===== src/rtl/mem_pkg.sv =====
// mem_pkg: shared load-type/store-size codes and sequencer state encoding
package mem_pkg;
  localparam logic [2:0] LD_LW  = 3'b000;
  localparam logic [2:0] LD_LB  = 3'b001;
  localparam logic [2:0] LD_LH  = 3'b010;
  localparam logic [2:0] LD_LBU = 3'b011;
  localparam logic [2:0] LD_LHU = 3'b100;
  localparam logic [1:0] SZ_B = 2'b00;
  localparam logic [1:0] SZ_H = 2'b01;
  localparam logic [1:0] SZ_W = 2'b10;
  typedef enum logic [1:0] {S_IDLE, S_ACCESS, S_RESP} state_t;
  function automatic logic [1:0] ld_size(input logic [2:0] t);
    return (t == LD_LB || t == LD_LBU) ? SZ_B : (t == LD_LH || t == LD_LHU) ? SZ_H : SZ_W;
  endfunction
endpackage


===== src/rtl/load_data_align.sv =====
// load_data_align: selects the addressed byte/half of a read word and sign/zero-extends it
module load_data_align
  import mem_pkg::*;
(
  input  logic [31:0] rdata,
  input  logic [1:0]  lane,
  input  logic [2:0]  ld_type,
  output logic [31:0] result
);
  logic [7:0]  b;
  logic [15:0] h;
  always_comb begin
    b = rdata[{lane, 3'b000} +: 8];
    h = lane[1] ? rdata[31:16] : rdata[15:0];
    result = ld_type == LD_LB  ? {{24{b[7]}}, b} :
             ld_type == LD_LBU ? {24'b0, b} :
             ld_type == LD_LH  ? {{16{h[15]}}, h} :
             ld_type == LD_LHU ? {16'b0, h} : rdata;
  end
endmodule


===== src/rtl/mem_access_sequencer.sv =====
// mem_access_sequencer: MEM-stage load/store sequencing over a req/ack data-memory bus
module mem_access_sequencer
  import mem_pkg::*;
#(
  parameter int TIMEOUT = 16
) (
  input  logic        clk,
  input  logic        rst,
  input  logic        mem_valid,
  input  logic        mem_is_load,
  input  logic        mem_is_store,
  input  logic [2:0]  mem_ld_type,
  input  logic [1:0]  mem_st_size,
  input  logic [31:0] mem_addr,
  input  logic [31:0] mem_wdata,
  output logic        dm_req,
  output logic        dm_we,
  output logic [31:0] dm_addr,
  output logic [3:0]  dm_be,
  output logic [31:0] dm_wdata,
  input  logic        dm_ack,
  input  logic [31:0] dm_rdata,
  output logic        stall,
  output logic        wb_valid,
  output logic [31:0] wb_rdata,
  output logic        misalign,
  output logic        bus_err
);
  localparam int CW = $clog2(TIMEOUT);
  state_t state, state_n;
  logic [CW-1:0] cnt;
  logic op_load, op_store;
  logic [1:0] op_lane;
  logic [2:0] op_type;
  logic take, aligned, start, expire;
  logic [1:0] size;
  logic [3:0] be_n;
  logic [31:0] wdata_n, ld_result;
  load_data_align u_align (
    .rdata  (dm_rdata),
    .lane   (op_lane),
    .ld_type(op_type),
    .result (ld_result)
  );
  always_comb begin
    take = mem_valid & (mem_is_load | mem_is_store);
    size = mem_is_load ? ld_size(mem_ld_type) : mem_st_size;
    aligned = size == SZ_B ? 1'b1 : size == SZ_H ? !mem_addr[0] : mem_addr[1:0] == 2'b00;
    start = state == S_IDLE & take & aligned;
    expire = state == S_ACCESS & !dm_ack & cnt == CW'(TIMEOUT - 1);
    be_n = size == SZ_B ? 4'b0001 << mem_addr[1:0] : size == SZ_H ? (mem_addr[1] ? 4'b1100 : 4'b0011) : 4'b1111;
    wdata_n = mem_st_size == SZ_B ? {4{mem_wdata[7:0]}} : mem_st_size == SZ_H ? {2{mem_wdata[15:0]}} : mem_wdata;
    state_n = state == S_IDLE ? (start ? S_ACCESS : S_IDLE) :
              state == S_ACCESS ? (dm_ack ? S_RESP : expire ? S_IDLE : S_ACCESS) : S_IDLE;
    dm_req = state == S_ACCESS;
    dm_we = dm_req & op_store;
    stall = start | state == S_ACCESS;
    wb_valid = state == S_RESP & op_load;
  end
  always_ff @(posedge clk) begin
    if (rst) begin
      state <= S_IDLE;
      cnt <= '0;
      op_load <= 1'b0;
      op_store <= 1'b0;
      op_lane <= 2'b00;
      op_type <= LD_LW;
      dm_addr <= '0;
      dm_be <= '0;
      dm_wdata <= '0;
      wb_rdata <= '0;
      misalign <= 1'b0;
      bus_err <= 1'b0;
    end else begin
      state <= state_n;
      misalign <= state == S_IDLE & take & !aligned;
      bus_err <= expire;
      if (start) begin
        cnt <= '0;
        op_load <= mem_is_load;
        op_store <= !mem_is_load;
        op_lane <= mem_addr[1:0];
        op_type <= mem_ld_type;
        dm_addr <= {mem_addr[31:2], 2'b00};
        dm_be <= be_n;
        dm_wdata <= wdata_n;
      end
      if (state == S_ACCESS) cnt <= cnt + 1'b1;
      if (state == S_ACCESS & dm_ack & op_load) wb_rdata <= ld_result;
    end
  end
endmodule


===== config.mk =====
export PLATFORM = sky130hd
export DESIGN_NAME = mem_access_sequencer
export DESIGN_NICKNAME = d
export VERILOG_FILES = /design/src/rtl/mem_pkg.sv /design/src/rtl/load_data_align.sv /design/src/rtl/mem_access_sequencer.sv
export SDC_FILE = /design/constraint.sdc
export NUM_CORES = 1
export LEC_CHECK = 0
export ABC_AREA = 1
export BUFFER_PORTS_ARGS = -buffer_cell sky130_fd_sc_hd__buf_2
export CORE_MARGIN = 4
export CORE_UTILIZATION = 44
export DETAILED_ROUTE_END_ITERATION = 7
export GPL_TIMING_DRIVEN = 0
export PLACE_DENSITY_LB_ADDON = 0.12
export SLEW_MARGIN = 20
export SYNTH_ARGS = -nofsm -noshare
export SYNTH_HDL_FRONTEND = slang
export SYNTH_SLANG_ARGS = --single-unit

===== constraint.sdc =====
create_clock -name clk -period 1.35 [get_ports clk]
set_input_delay 0.27 -clock clk [delete_from_list [all_inputs] [get_ports clk]]
set_output_delay 0.27 -clock clk [all_outputs]
set_load 0.02 [all_outputs]

# ---- Word level (Yosys, flattened, before mapping)
# Index checks and enable logic that the tools add are counted.
dict set report classes {
  addsub 1
  n_eq_ne 13
  shifts 2
  mux 22
  bitwise_logic 12
  reduce_logical 11
}
# cell n
set ops {}
lappend ops {{$mux 32} 6}
lappend ops {{$shiftx 32x6->8} 1}
lappend ops {{$mux 4} 5}
lappend ops {{$mux 16} 1}
lappend ops {{$eq 3x2->1 const B} 4}
lappend ops {{$mux 2} 6}
lappend ops {{$and 1x1->1} 10}
lappend ops {{$logic_not 2->1} 4}
lappend ops {{$eq 2x1->1 const B} 3}
lappend ops {{$eq 3x1->1 const B} 2}
lappend ops {{$eq 3x3->1 const B} 2}
lappend ops {{$add 4x1->4 const B} 1}
lappend ops {{$eq 4x4->1 const B} 1}
lappend ops {{$logic_not 1->1} 4}
lappend ops {{$mux 1} 4}
lappend ops {{$shl 1x2->4 const A} 1}
lappend ops {{$eq 2x2->1 const B} 1}
lappend ops {{$logic_or 1x1->1} 2}
lappend ops {{$or 1x1->1} 2}
lappend ops {{$reduce_bool 2->1} 1}
dict set report totals {
  regBits 113
  inputBits 107
}

# ---- Logic depth before layout (Yosys ltp)
# Gate-level depths: netlist of run 1.
dict set report logic_depth {
  ltp_word 11
  ltp_mapped 14
  ltp_nobuf 13
}

# ---- Cells and area by module
# A second synthesis of run 1 with hierarchy kept.
dict set report hier_totals {
  hier_cells 828
  hier_area_um2 5560.3
}
# module instances cells_per_inst area_each_um2 seq_area_each_um2
set modules_own_cells {}
lappend modules_own_cells {mem_access_sequencer 1 612 4503.1 2262.2}
lappend modules_own_cells {load_data_align 1 216 1057.3 0.0}

# ---- Worst setup path before layout of run 1
# Ideal clock, no wire load.
dict set report synth_path {
  kind {reg-to-output}
  from {register state[0]}
  to {output port stall}
  arrival_ps 1183
  t_required_ps 1080
  slack_ps -103
  stages_incl_launch_ff 5
  path_cell_list {dfxtp_1 -> nor4_4 -> nand2_8 -> buf_8 -> nand2_1}
}
dict set report synth_via {
  elab_chain_cells 4
}
# element line_no
set synth_rtl {}
lappend synth_rtl {{start: declaration} mem_access_sequencer.sv:30} ;# state_t state, state_n;
lappend synth_rtl {{start signal: assignment} mem_access_sequencer.sv:75} ;# state <= state_n;
lappend synth_rtl {{$logic_not 2->1} mem_access_sequencer.sv:49} ;# start = state == S_IDLE & take & aligned;
lappend synth_rtl {{$and 1x1->1 (2 in a row)} mem_access_sequencer.sv:49}
lappend synth_rtl {{$or 1x1->1 *} mem_access_sequencer.sv:57} ;# stall = start | state == S_ACCESS;
lappend synth_rtl {{end: declaration} mem_access_sequencer.sv:23} ;# output logic stall,
# Every way passes the cells marked *; elsewhere a longest branch is shown, timed or not.

# ---- Worst setup path in the final report of run 1
dict set report layout_path {
  from {register state[1]}
  to {output port stall}
}
# The elaborated chain is that of the path after synthesis.

==> out/metrics.cfg, run 1 <==
[outcome]
outcome=finished, violations left
violations=negative setup slack

[drt]
via_per_inst=5.24
dr.pass1.iters=5
postRouteAntennaNets=0
drc=0
m1WireLength_mm=7.17
dr_wl_met3_mm=1.52
top_layer_used=met5
routedWlPerCell_um=15.9
wl_met2_mm=9.07
vias=6057
drtIter0Drc=453
wl_mm=18.3

[grt]
grt_usage=0.250
grt_first_pass_wirelength_mm=26.7
antenna_found_initial=2
gr-total-overflow=0
grt_max_degree=17
grt_pass1_vias=5540

[critical_path]
rrSetupSlack_ns=-0.25
r2r_cells=10
crit_type=reg -> out
startpoint_type=flip-flop
r2r-start=state[1]
required_ns=1.08
arrival_ns=1.50
r2r_end=dm_wdata[15]
cp-end-kind=primary output
worst-path-max-fanout=2

[finish]
fillerInstances=996
nets=1108
final_area_mm2=0.00810
syn_to_final_growth_pct=55.7
drive_gt1_frac=0.396
final_core_util=0.703
final_cells=1157

[floorplan]
die_x_um=117
dieArea_mm2=0.0136
core_mm2=0.0115
initial_core_util=0.452
pin_count=213
die_h_um=117
rows=39

[clock_tree]
clock_latency_ns=0.42
cts_root_buf=clkbuf_16
cts.sinks=113
cts_buffer_depth=2
cts_tree=done
htree_levels=4
cts.clk_slew.worst_paths_ns=0.05
cts_buffers=17

[synth]
yosys.area_share.simple=0.246
synth_top_family_by_area=simple AND/OR/NAND/NOR gates
netlist_area_mm2=0.00520
synth_seq_cells=113
synth-edff-count=0
synth_xor_area_frac=0
synth_top_area_cell=dfxtp_1
synthFlopType=dfxtp_1
synthMuxAreaShare=0
synth_common_cells=nor2_1 (156), o21ai_0 (117), nand2_1 (116), dfxtp_1 (113), a21oi_1 (53)
yosysWarnings=0
synth.most_common_cell=nor2_1
synth_top_area_share=0.435
synth-adder-area-share=0.00241
synthArstFlopShare=0
yosysSeqAreaShare=0.435
synth-compound-area-share=0.227
syn_avg_cell_area_um2=7.07
synthCells=736
yosysUniqueCellTypes=37
synth_area_leaders=dfxtp_1 (43%), nor2_1 (11%), o21ai_0 (11%)

[timing]
fin_tns_setup_ns=-18.08
slew_headroom=0.484
slew_violations=0
skew_ns=0.0113
max_freq_mhz=564
finalSetupViolCount=112
timing.final.crit_share=1.31
fin_ws_ns=-0.423
worst_slew_pin_slew_ns=0.774
rsz0062_at_grt=true
min_period_ns=1.77
final_hold_viol_count=0
timing.hold.ws_ns=0.0859

[hold_path]
hp-start=mem_addr[26]
holdPathStages=3
holdPathEnd=dm_addr[26]
hold_class=in -> reg

[place]
post-place-cells=1088
io_buffer_count=208
dpl_cell_area_mm2=0.00643
dp_hpwl_mm=12.6
place_congestion=0.951

[power]
p_sw_mw=2.90
max-vdd-ir-drop_v=0.00103
clockPowerShare=0.422
leakagePower_nw=4.00
pwr-share-comb=0.223
swShare=0.281
p_seq_frac=0.355
power.internal_mw=7.43
powerDensity_mw_per_mm2=1280

[flow_run]
drv_cap=0

==> registers in the layout (all words and copies together) (netlist names) <==
name and count:
op_type 3, bus_err 1, op_store 1, state 2
dm_be 4, op_load 1, misalign 1, cnt 4
op_lane 2, dm_addr 30, wb_rdata 32, dm_wdata 32
==> worst max path at each step <==
stage / to / slack, ns / from / cells after the start
floorplan: op_lane[0] / -0.05 / state[1] / 6
detailed placement: wb_rdata[12] / -0.43 / state[0] / 6
global placement: wb_rdata[17] / -0.41 / state[0] / 6
finish: stall / -0.42 / state[1] / 6
global route: stall / -0.48 / state[1] / 6
CTS: stall / -0.43 / state[1] / 6
==> critical path, stage by stage, from the launching register on <==
cell and delay (ns):
dfxtp_2 0.33, nor4_4 0.23, buf_4 0.19, nand2_8 0.06, buf_8 0.12, nand2_4 0.05
buf_6 0.11
==> metrics by stage <==
step                      total power [mW]  setup slack (ns)
after floorplan                       4.87           -0.0497
after global placement                5.48            -0.412
after detailed placement              5.49            -0.427
after CTS                             10.0            -0.427
after global routing                  10.8            -0.485
final                                 10.3            -0.423
==> layout by cell type, fill, tap and decap left out, types with 2 or more instances in the layout <==
master / netlist / final
o21ai_4: 0 / 5
a31oi_1: 5 / 5
o21ai_1: 13 / 17
nor3_1: 5 / 5
clkbuf_16: 0 / 28
inv_1: 40 / 37
a21oi_1: 53 / 50
clkbuf_2: 4 / 4
clkinv_2: 1 / 5
dfxtp_1: 113 / 110
a221o_1: 8 / 8
o211ai_1: 4 / 4
nand3_2: 4 / 6
nor2_1: 156 / 156
buf_2: 15 / 210
nand3_1: 17 / 15
buf_8: 2 / 12
o21ai_2: 0 / 37
o21ai_0: 117 / 71
a21oi_2: 5 / 7
nand2_2: 5 / 16
clkbuf_1: 17 / 16
clkbuf_8: 0 / 7
nand2_4: 1 / 3
buf_6: 1 / 10
clkinv_16: 0 / 2
buf_12: 0 / 5
o21bai_1: 7 / 7
bufinv_16: 0 / 2
inv_2: 2 / 3
buf_4: 12 / 27
nand2_1: 116 / 103
dfxtp_2: 0 / 3
conb_1: 1 / 2
o31ai_1: 2 / 2
==> layer usage <==
metal | vias up | track usage
met1 | 2788 | 0.291
met4 | 2 | 0.113
met5 | - | 0
met3 | 51 | 0.0808
met2 | 254 | 0.420
li1 | 2962 | -
==> cell type report <==
type | count | area, um2 | share of cell area
Tap cell | 143 | 179 | 0.0221
Inverter | 45 | 205 | 0.0253
Antenna cell | 1 | 2.50 | 0.000309
Buffer | 49 | 462 | 0.0570
Clock inverter | 5 | 75.1 | 0.00927
Sequential cell | 113 | 2270 | 0.280
Clock buffer | 27 | 503 | 0.0621
Timing Repair Buffer | 245 | 1620 | 0.200
Multi-Input combinational cell | 528 | 2760 | 0.340
Timing Repair inverter | 1 | 30.0 | 0.00371
==> kinds of logic after synthesis <==
group | count (synthesis)
compound gates | 216
fa+ha+maj | 1
buf+inv | 96
flops | 113
other cells | 1
simple gates | 309
==> power groups by stage <==
stage / clock network [mW] / registers, mW / logic [mW]
final: 4.36 / 3.67 / 2.30
after global placement: 0 / 3.72 / 1.76
after floorplan: 0 / 3.96 / 0.906
after CTS: 4.40 / 3.67 / 1.94
after global routing: 4.55 / 3.70 / 2.51
after detailed placement: 0 / 3.73 / 1.76
==> timing repair <==
action | 4_1_cts | 5_1_grt
setup buffers | 17 | 5
setup endpoints to repair | 114 | 113
gates resized for setup | 89 | 128
pin swaps | 8 | 31
gates cloned | 5 | 11
hold buffers | 0 | 0
Note: power is estimated with default switching activity, not from simulation.
==> run 2: changes to the inputs <==
--- a/config.mk
+++ b/config.mk
@@ -12,6 +12,7 @@
 export DETAILED_ROUTE_END_ITERATION = 7
 export GPL_TIMING_DRIVEN = 0
 export PLACE_DENSITY_LB_ADDON = 0.12
+export SKIP_LAST_GASP = 1
 export SLEW_MARGIN = 20
 export SYNTH_ARGS = -nofsm -noshare
 export SYNTH_HDL_FRONTEND = slang
==> out/metrics.cfg, run 2 (synthesis gave the netlist of run 1 again) <==
[timing]
finalSetupViolCount=112  ; unchanged
fin_ws_ns=-0.426  ; -0.00230 ns
skew_ns=0.00881  ; -0.00248 ns
min_period_ns=1.78  ; +0.00230 ns
fin_tns_setup_ns=-18.38  ; -0.297 ns
rsz0062_at_grt=true
timing.final.crit_share=1.32  ; +0.00170
slew_headroom=0.486  ; +0.00155
slew_violations=0  ; unchanged
worst_slew_pin_slew_ns=0.771  ; -0.00233 ns
max_freq_mhz=563  ; -0.13%
final_hold_viol_count=0  ; unchanged

[floorplan]
dieArea_mm2=0.0136  ; unchanged
initial_core_util=0.452  ; unchanged
rows=39  ; unchanged
pin_count=213  ; unchanged
die_h_um=117  ; unchanged
die_x_um=117  ; unchanged
core_mm2=0.0115  ; unchanged

[drt]
drc=0  ; unchanged
postRouteAntennaNets=0  ; unchanged
via_per_inst=5.19  ; -0.94%
routedWlPerCell_um=15.9  ; +0.47%
dr.pass1.iters=7  ; +2
wl_mm=18.4  ; +0.47%
vias=6000  ; -0.94%
drtIter0Drc=557  ; +23%

[place]
post-place-cells=1088  ; unchanged
dp_hpwl_mm=12.6  ; unchanged
place_congestion=0.951  ; unchanged
dpl_cell_area_mm2=0.00643  ; unchanged
io_buffer_count=208  ; unchanged

[outcome]
violations=negative setup slack
outcome=finished, violations left

[finish]
final_area_mm2=0.00809  ; -0.14%
final_common_cell=buf_2
layout_common_cells=buf_2 (210), nor2_1 (156), dfxtp_1 (110)
final_cells=1157  ; unchanged
nets=1108  ; unchanged
reg_top3=dm_wdata (32), wb_rdata (32), dm_addr (30)
syn_to_final_growth_pct=55.5
drive_gt1_frac=0.395  ; -0.000987

[power]
powerDensity_mw_per_mm2=1280  ; +0.16%
leakagePower_nw=3.99  ; about the same
max-vdd-ir-drop_v=0.00103  ; about the same

[flow_run]
drv_cap=0  ; unchanged

[critical_path]
worst-path-max-fanout=2  ; unchanged
startpoint_type=flip-flop
slowest_stage=dfxtp_2
arrival_ns=1.51  ; about the same
required_ns=1.08  ; about the same
worst_path_largest_cell_delay_ns=0.33  ; about the same
cp-end-kind=primary output
cp_top_family=buffers and inverters
crit_type=reg -> out
path_buf_inv=3  ; unchanged
critPathLaunch=state[1]
crit_path_cell_trace=nor4_4 -> buf_4 -> nand2_8 -> buf_8 -> nand2_4 -> buf_6
r2r-start=state[1]

[grt]
grt_usage=0.250  ; unchanged
grt_pass1_vias=5540  ; unchanged
gr-total-overflow=0  ; unchanged
grt_first_pass_wirelength_mm=26.7  ; unchanged
antenna_found_initial=2  ; unchanged
grt_max_degree=17  ; unchanged

[clock_tree]
holdBufCountCts=0  ; unchanged
htree_levels=4  ; unchanged
cts.sinks=113  ; unchanged
cts_buffer_depth=2  ; unchanged
cts_tree=done
cts_root_buf=clkbuf_16
cts_buffers=17  ; unchanged
cts.clk_slew.worst_paths_ns=0.05  ; about the same
clock_latency_ns=0.41  ; about the same

[hold_path]
hold_class=in -> reg
hp-start=mem_addr[26]

[run 2: final cells by class]
class,instances,area [um2]
tap,143,179
antenna,1,2.50
buffer,49,462
clock buffer,27,503
timing repair buffer,245,1620
multi-input combinational,528,2750
clock inverter,5,75.1
inverter,45,205
fill,995,3430
sequential,113,2270
timing repair inverter,1,30.0
[run 2: power breakdown]
| group | switching, mW | total, mW | leakage, nW | internal (mW) |
|---|---|---|---|---|
| sequential | 0.114 | 3.67 | 0.924 | 3.56 |
| combinational | 1.33 | 2.30 | 2.78 | 0.969 |
| clock | 1.47 | 4.36 | 0.285 | 2.90 |
[run 2: tightest hold or removal path, stage by stage]
cell	delay [ns]
buf_2	0.07
o21ai_1	0.06
nor2_1	0.07
[run 2: final timing paths]
check	to	slack, ns	cells past startpoint
hold reg to reg	dm_wdata[3]	0.46	2
setup / recovery	stall	-0.43	6
hold / removal	dm_addr[26]	0.09	3
setup reg to reg	dm_wdata[15]	-0.25	10
[run 2: metrics by stage]
stage,setup slack (ns),hold WS [ns],power [mW],util
final,-0.426,0.0869,10.3,0.702
after global routing,-0.485,0.0862,10.8,0.702
after CTS,-0.427,0.0791,10.0,0.647
after detailed placement,-0.427,0.460,5.49,0.559
after global placement,-0.412,0.452,5.48,0.559
after floorplan,-0.0497,0.416,4.87,-
[run 2: repair_timing]
action                     CTS  global route
gates cloned                 5            11
setup endpoints to repair  114           113
setup buffers               17             5
resized for setup           89           126
pin swaps                    8            31
[run 2: metal layers]
layer,wire length [um],global-route usage
met5,11,0
met4,510,0.113
met2,9160,0.420
met1,7160,0.291
met3,1590,0.0808
